--- src/rtl/add_round_key_seq_if.sv ---
// Stream bundle for add_round_key_seq.
//   in_valid/in_ready/in_state/in_key : upstream slice stream (state + round-key slice)
//   out_valid/out_ready/out_data      : downstream result stream
//   out_last/out_beat                 : position of out_data within its NB-bit block
//   blk_cnt                           : completed-block counter (wraps)
// slave  = the key-addition engine, master = the surrounding datapath.
interface add_round_key_seq_if #(
    parameter int unsigned NB = 128,
    parameter int unsigned DW = 32
);
    localparam int unsigned BEATS = NB / DW;
    localparam int unsigned CW    = (BEATS > 1) ? $clog2(BEATS) : 1;

    logic          in_valid;
    logic          in_ready;
    logic [DW-1:0] in_state;
    logic [DW-1:0] in_key;
    logic          out_valid;
    logic          out_ready;
    logic [DW-1:0] out_data;
    logic          out_last;
    logic [CW-1:0] out_beat;
    logic [15:0]   blk_cnt;

    modport master (
        output in_valid, in_state, in_key, out_ready,
        input  in_ready, out_valid, out_data, out_last, out_beat, blk_cnt
    );

    modport slave (
        input  in_valid, in_state, in_key, out_ready,
        output in_ready, out_valid, out_data, out_last, out_beat, blk_cnt
    );
endinterface

--- src/rtl/add_round_key_seq.sv ---
// Beat-serial AES AddRoundKey: XORs a DW-bit state slice with the matching
// round-key slice, holds the result in a single output register stage, tracks
// the beat position inside each NB-bit block and counts completed blocks.
//   clk   : rising-edge clock
//   rst_n : asynchronous active-low reset
//   flush : synchronous abort, drops the held beat and restarts at beat 0
//   bus   : slave side of add_round_key_seq_if (slice in, result out)
module add_round_key_seq #(
    parameter int unsigned NB = 128,
    parameter int unsigned DW = 32
) (
    input  logic               clk,
    input  logic               rst_n,
    input  logic               flush,
    add_round_key_seq_if.slave bus
);
    localparam int unsigned BEATS = NB / DW;
    localparam int unsigned CW    = (BEATS > 1) ? $clog2(BEATS) : 1;

    logic [CW-1:0] beat_q,  beat_d;
    logic          valid_q, valid_d;
    logic [DW-1:0] data_q,  data_d;
    logic          last_q,  last_d;
    logic [CW-1:0] obeat_q, obeat_d;
    logic [15:0]   cnt_q,   cnt_d;

    logic          ready_c;
    logic          accept_c;
    logic          hs_c;
    logic          at_last_c;

    // Single output register: space frees up in the same cycle it is drained.
    assign ready_c      = !valid_q || bus.out_ready;
    assign bus.in_ready = ready_c;

    // Handshake qualifiers and end-of-block detect.
    always_comb begin
        accept_c  = bus.in_valid && ready_c && !flush;
        hs_c      = valid_q && bus.out_ready;
        at_last_c = (beat_q == CW'(BEATS - 1));
    end

    // Next-state for beat counter, output stage and block counter.
    always_comb begin
        beat_d  = beat_q;
        valid_d = valid_q;
        data_d  = data_q;
        last_d  = last_q;
        obeat_d = obeat_q;
        cnt_d   = cnt_q;

        if (flush) begin
            // Abort wins over everything, including a departing last beat.
            valid_d = 1'b0;
            beat_d  = '0;
        end else begin
            if (hs_c) begin
                valid_d = 1'b0;
                if (last_q) begin
                    cnt_d = cnt_q + 16'(1);
                end
            end
            // A new beat overwrites a departing one with no bubble.
            if (accept_c) begin
                data_d  = bus.in_state ^ bus.in_key;
                obeat_d = beat_q;
                last_d  = at_last_c;
                valid_d = 1'b1;
                beat_d  = at_last_c ? '0 : beat_q + CW'(1);
            end
        end
    end

    // State register.
    always_ff @(posedge clk or negedge rst_n) begin
        if (!rst_n) begin
            beat_q  <= '0;
            valid_q <= 1'b0;
            data_q  <= '0;
            last_q  <= 1'b0;
            obeat_q <= '0;
            cnt_q   <= '0;
        end else begin
            beat_q  <= beat_d;
            valid_q <= valid_d;
            data_q  <= data_d;
            last_q  <= last_d;
            obeat_q <= obeat_d;
            cnt_q   <= cnt_d;
        end
    end

    assign bus.out_valid = valid_q;
    assign bus.out_data  = data_q;
    assign bus.out_last  = last_q;
    assign bus.out_beat  = obeat_q;
    assign bus.blk_cnt   = cnt_q;
endmodule

--- src/flat_wrapper.sv ---
// flat-port wrapper written by rule: the top's interface ports become plain ports
module add_round_key_seq_flat 
#(
    parameter int unsigned NB = 128,
    parameter int unsigned DW = 32
)
  (clk, rst_n, flush, bus_in_valid, bus_in_state, bus_in_key, bus_out_ready, bus_in_ready, bus_out_valid, bus_out_data, bus_out_last, bus_out_beat, bus_blk_cnt);
  add_round_key_seq_if #(.NB(NB), .DW(DW)) bus_i ();
  input  logic clk;
  input  logic rst_n;
  input  logic flush;
  input wire logic [$bits(bus_i.in_valid)-1:0] bus_in_valid;
  input wire logic [$bits(bus_i.in_state)-1:0] bus_in_state;
  input wire logic [$bits(bus_i.in_key)-1:0] bus_in_key;
  input wire logic [$bits(bus_i.out_ready)-1:0] bus_out_ready;
  output wire logic [$bits(bus_i.in_ready)-1:0] bus_in_ready;
  output wire logic [$bits(bus_i.out_valid)-1:0] bus_out_valid;
  output wire logic [$bits(bus_i.out_data)-1:0] bus_out_data;
  output wire logic [$bits(bus_i.out_last)-1:0] bus_out_last;
  output wire logic [$bits(bus_i.out_beat)-1:0] bus_out_beat;
  output wire logic [$bits(bus_i.blk_cnt)-1:0] bus_blk_cnt;
  assign bus_i.in_valid = bus_in_valid;
  assign bus_i.in_state = bus_in_state;
  assign bus_i.in_key = bus_in_key;
  assign bus_i.out_ready = bus_out_ready;
  assign bus_in_ready = bus_i.in_ready;
  assign bus_out_valid = bus_i.out_valid;
  assign bus_out_data = bus_i.out_data;
  assign bus_out_last = bus_i.out_last;
  assign bus_out_beat = bus_i.out_beat;
  assign bus_blk_cnt = bus_i.blk_cnt;
  add_round_key_seq #(.NB(NB), .DW(DW)) u_core (.clk(clk), .rst_n(rst_n), .flush(flush), .bus(bus_i));
endmodule
--- config.mk ---
export PLATFORM = sky130hd
export DESIGN_NAME = add_round_key_seq_flat
export DESIGN_NICKNAME = d
export VERILOG_FILES = /design/src/rtl/add_round_key_seq_if.sv /design/src/rtl/add_round_key_seq.sv /design/src/flat_wrapper.sv
export SDC_FILE = /design/constraint.sdc
export NUM_CORES = 1
export LEC_CHECK = 0
export BUFFER_PORTS_ARGS = -buffer_cell sky130_fd_sc_hd__buf_2
export CAP_MARGIN = 10
export CORE_UTILIZATION = 46
export DETAILED_ROUTE_END_ITERATION = 8
export PLACE_DENSITY_LB_ADDON = 0.15
export SLEW_MARGIN = 20
export SYNTH_ARGS = -nofsm -noshare
export SYNTH_HDL_FRONTEND = slang
export SYNTH_SLANG_ARGS = --single-unit
--- constraint.sdc ---
create_clock -name clk -period 1.6 [get_ports clk]
set_input_delay 0.32 -clock clk [delete_from_list [all_inputs] [get_ports clk]]
set_output_delay 0.32 -clock clk [all_outputs]
set_load 0.1 [all_outputs]
# Yosys cells after proc, flatten, opt, wreduce, memory -nomap -nowiden
# Cells that the tools add are included.
# Widths: inputs -> output; s select.
[totals]
ff_bits = 54
input_bits = 69
out_inout_bits = 53
[op_classes]
addsub = 2
bitwise_logic = 2
n_mux = 6
n_eq_ne = 1
n_reduce_logical = 10
[op_table]
columns = ["operator", "n"]
rows = [
  ["$xor 32x32->32", 1],
  ["$add 16x1->16 const B", 1],
  ["$mux 2", 3],
  ["$logic_and 1x1->1", 3],
  ["$mux 1", 3],
  ["$reduce_and 3->1", 1],
  ["$reduce_bool 3->1", 1],
  ["$add 2x1->2 const B", 1],
  ["$eq 2x2->1 const B", 1],
  ["$logic_not 1->1", 2],
  ["$reduce_and 2->1", 1],
  ["$reduce_bool 2->1", 1],
  ["$logic_or 1x1->1", 1],
  ["$not 1->1", 1],
]

# Depth between registers and ports, before layout
[depth]
word_depth = 6
mapped_depth = 5
ltp_nobuf = 4

# Worst setup path after synthesis
# Ideal clock, no wire load.
[synth_path]
path_type = "register to register"
from = "reg u_core.valid_q, in the netlist u_core.bus.out_valid"
to = "reg u_core.data_q[28], in the netlist u_core.bus.out_data[28]"
slack_ns = -0.902
required_ns = 1.472
path_stages_with_launch = 6
arrival_ns = 2.374
path_cell_list = "dfrtp_1 > nand2b_2 > nand2_2 > nor2_4 > buf_6 > mux2_1"
[synth_between]
elab_chain_len = 5
[synth_rtl]
columns = ["element", "line_no", "rtl"]
rows = [
  ["start: declaration", "add_round_key_seq.sv:21", "logic valid_q, valid_d;"],
  ["start signal: assignment", "add_round_key_seq.sv:85", "valid_q <= valid_d;"],
  ["$logic_not 1->1", "add_round_key_seq.sv:33", "assign ready_c = !valid_q || bus.out_ready;"],
  ["$logic_or 1x1->1", "add_round_key_seq.sv:33", ""],
  ["via bus_in_ready", "flat_wrapper.sv:16", "output wire logic [$bits(bus_i.in_ready)-1:0] bus_in_ready;"],
  ["$logic_and 1x1->1 (2 in a row)", "add_round_key_seq.sv:38", "accept_c = bus.in_valid && ready_c && !flush;"],
  ["$reduce_and 2->1 (no line)", "-", ""],
  ["end signal: assignment", "add_round_key_seq.sv:86", "data_q <= data_d;"],
  ["end: declaration", "add_round_key_seq.sv:22", "logic [DW-1:0] data_q, data_d;"],
]
# The timed path passes the listed nets, and every way through them passes these cells.
# A chain may end at the register's enable or synchronous reset.

# Worst setup path in the final report
[layout_path]
from = "reg u_core.valid_q, in the netlist u_core.bus.out_valid"
to = "reg u_core.data_q[25], in the netlist u_core.bus.out_data[25]"
[layout_between]
elab_chain_len = 5
[layout_rtl]
columns = ["element", "line_no"]
rows = [
  ["$logic_not 1->1", "add_round_key_seq.sv:33"],
  ["$logic_or 1x1->1", "add_round_key_seq.sv:33"],
  ["$logic_and 1x1->1 (2 in a row)", "add_round_key_seq.sv:38"],
  ["$reduce_and 2->1 (no line)", "-"],
]
# Every way passes these cells.

==> results.json <==
{
  "rsz0062_at_grt": "false",
  "die_y_um": 75.1,
  "finalSetupTns_ns": 0,
  "clock_skew_ns": 0.0136,
  "utilization_pct": 65.2,
  "ys_seq_elements": 54,
  "syn-mean-instance-area_um2": 13.4,
  "grt_start_max_net_pins": 55,
  "stdcell_area_mm2": 0.00335,
  "cts_setup_buffers": 0,
  "slew-limit-headroom_pct": 66.5,
  "die_x_um": 75.1,
  "start_util_pct": 47.9,
  "whs_ns": -0.00473,
  "regToRegSetupSlack_ns": 0.08,
  "grt_pass1_wl_mm": 7.36,
  "hold_buffers": 0,
  "hold_viol": 2,
  "wire_per_inst_um": 12.0,
  "core-area_mm2": 0.00514,
  "cts_tree": "built",
  "synthesis.nets": 255,
  "syn_to_final_growth_pct": 36.3,
  "fmax_mhz": 658,
  "h-tree-depth": 2,
  "vias": 1815,
  "synth_top_cells_by_area": "dfrtp_1 (55%), mux2_2 (16%), xor2_1 (12%), xnor2_1 (4.3%), nand2_1 (1.7%)",
  "clk_latency_ns": 0.30,
  "path_clk_slew_ns": 0.10,
  "rows": 26,
  "cellPowerDensity_mw_per_mm2": 1390,
  "cts_buffer_depth": 2,
  "synth_top_family_by_area": "XOR/XNOR gates",
  "layout-drive-gt1-share_pct": 59.9,
  "io_buffers": 121,
  "leakagePower_nw": 1.71,
  "status": "finished, violations left",
  "synth_top_area_share_pct": 54.9,
  "ys_seq_area_share_pct": 54.9,
  "cts_resized": 0,
  "crit_family": "flip-flops",
  "slew_viol_final": 0,
  "syn_area_mm2": 0.00246,
  "synth_cell_types": 24,
  "nets": 382,
  "setup_violations": 0,
  "cts_buffers": 5,
  "critPathMaxStageDelay_ns": 0.52,
  "yosys.area_share.simple_pct": 8.80,
  "worstMarginPinSlew_ns": 0.507,
  "synthXorXnorAreaFrac_pct": 16.7,
  "grt.overflow.total": 0,
  "dr.pass1.iters": 4,
  "detailed_place_hpwl_mm": 3.50,
  "first_global_vias": 1716,
  "irDropWorstVdd_v": 0.000802,
  "crit_cells": 5,
  "drv_cap": 0,
  "post-route-period-util_pct": 95.0,
  "root_buffer": "clkbuf_8",
  "die_area_mm2": 0.00564,
  "synth-adder-area-share_pct": 1.02,
  "cts.sinks": 54,
  "yosysWarnings": 0,
  "final_antenna_net_count": 0,
  "fin_ws_ns": 0.0807,
  "synth_mux_area_share_pct": 16.0,
  "drtIter0Drc": 51,
  "drt_wl_total_mm": 4.58,
  "drc_errors": 0,
  "startpoint_type": "flip-flop",
  "n_antenna_cell": 0,
  "reg2reg_depth": 5,
  "synth_compound_area_share_pct": 0.610,
  "violations": "hold timing",
  "period_needed_ns": 1.52,
  "grt_antenna_before_repair": 0,
  "hold_class": "input port to asynchronous set/reset pin",
  "postPlaceCellArea_mm2": 0.00324,
  "track_usage_pct": 17.4,
  "yosysTopAreaCell": "dfrtp_1",
  "syn_inst": 184,
  "avgViaCountPerCell": 4.75,
  "cp_slowest_cell": "dfrtp_4",
  "cp_max_fo": 27,
  "gp_congestion": 0.765,
  "cp_cell_sequence": "nand2b_4, nand2_4, nor2_4, buf_12, mux2_2",
  "pre_cts_ws_ns": 0.0927,
  "cp.required_ns": 1.78,
  "crit_type": "flip-flop to flip-flop",
  "cp.buffers_inverters": 1,
  "worstPathArrival_ns": 1.70,
  "io_pins": 122,
  "end_kind": "flip-flop"
}
-- layout make-up --
cell class / count / area [um2]
clock buffers: 7 / 86.3
well taps: 70 / 87.6
repair buffers: 124 / 668
flip-flops and latches: 54 / 1390
multi-input cells: 124 / 1080
clock inverters: 1 / 30.0
inverters: 2 / 7.51
fillers: 435 / 1790
-- report_power, final --
part | leakage [nW] | internal [W] | switching [W]
combinational | 1.00 | 0.000391 | 0.00168
clock | 0.0585 | 0.000510 | 0.000410
sequential | 0.651 | 0.00156 | 0.0000985
-- registers in the layout, summed over array words and instances, names as in the netlist --
| name | count |
|---|---|
| u_core.bus.out_data | 32 |
| u_core.bus.blk_cnt | 16 |
| u_core.beat_q | 2 |
| u_core.bus.out_beat | 2 |
| u_core.bus.out_last | 1 |
| u_core.bus.out_valid | 1 |
-- layer usage --
| metal | wire length, um | global-route usage [%] |
|---|---|---|
| met2 | 2360 | 30.0 |
| met1 | 1900 | 19.9 |
| met3 | 280 | 6.02 |
| met5 | 0 | 0 |
| met4 | 38 | 6.92 |
-- synthesized netlist by cell type, drive strengths merged --
cell / instances
or3: 1
buf: 4
nand3: 8
nor2: 4
dfrtp: 54
and3: 3
xor2: 35
xnor2: 12
inv: 2
a21oi: 3
nand2: 12
mux2: 35
nand4: 3
nor3: 1
ha: 2
nor4: 1
or2: 1
nand2b: 1
and4b: 1
nand4b: 1
-- cell usage in the layout (no fill, tap or decap), types with 6 or more instances in the layout --
cell      Yosys  final
mux2_2       34     34
buf_2         1    120
nand3_1       8      8
nand2_1      11     11
dfrtp_2       0      7
xor2_1       35     35
xnor2_1      12     12
clkbuf_8      0      6
dfrtp_1      54     38
dfrtp_4       0      9
-- metrics by stage --
stage / instances / power (W)
floorplan: 184 / 0.00335
global placement: 374 / 0.00374
detailed placement: 374 / 0.00377
CTS: 382 / 0.00470
global route: 382 / 0.00484
finish: 382 / 0.00465
-- kinds of logic (layout without fill, tap and decap cells) --
group | count (synthesis) | count (layout)
DFF | 54 | 54
xor gates and xnor gates | 47 | 47
and+or+nand+nor | 37 | 37
muxes | 35 | 35
buffers and inverters | 6 | 134
AOI/OAI and AO/OA | 3 | 3
adders and majority gates | 2 | 2
-- worst reg2reg max path: cells and delay by family (launching register included) --
kind | cells | cell delay (ns)
buffers and inverters | 1 | 0.19
DFF | 1 | 0.52
muxes | 1 | 0.36
and+or+nand+nor | 3 | 0.33
-- final timing paths --
path	from	end
min	rst_n	u_core.bus.out_last
max in group asynchronous	rst_n	u_core.bus.out_valid
min in group clk	flush	u_core.bus.out_valid
min reg2reg	u_core.bus.blk_cnt[15]	u_core.bus.blk_cnt[15]
max	u_core.bus.out_valid	u_core.bus.out_data[25]
max reg2reg	u_core.bus.out_valid	u_core.bus.out_data[25]
(Power assumes the default switching activity.)
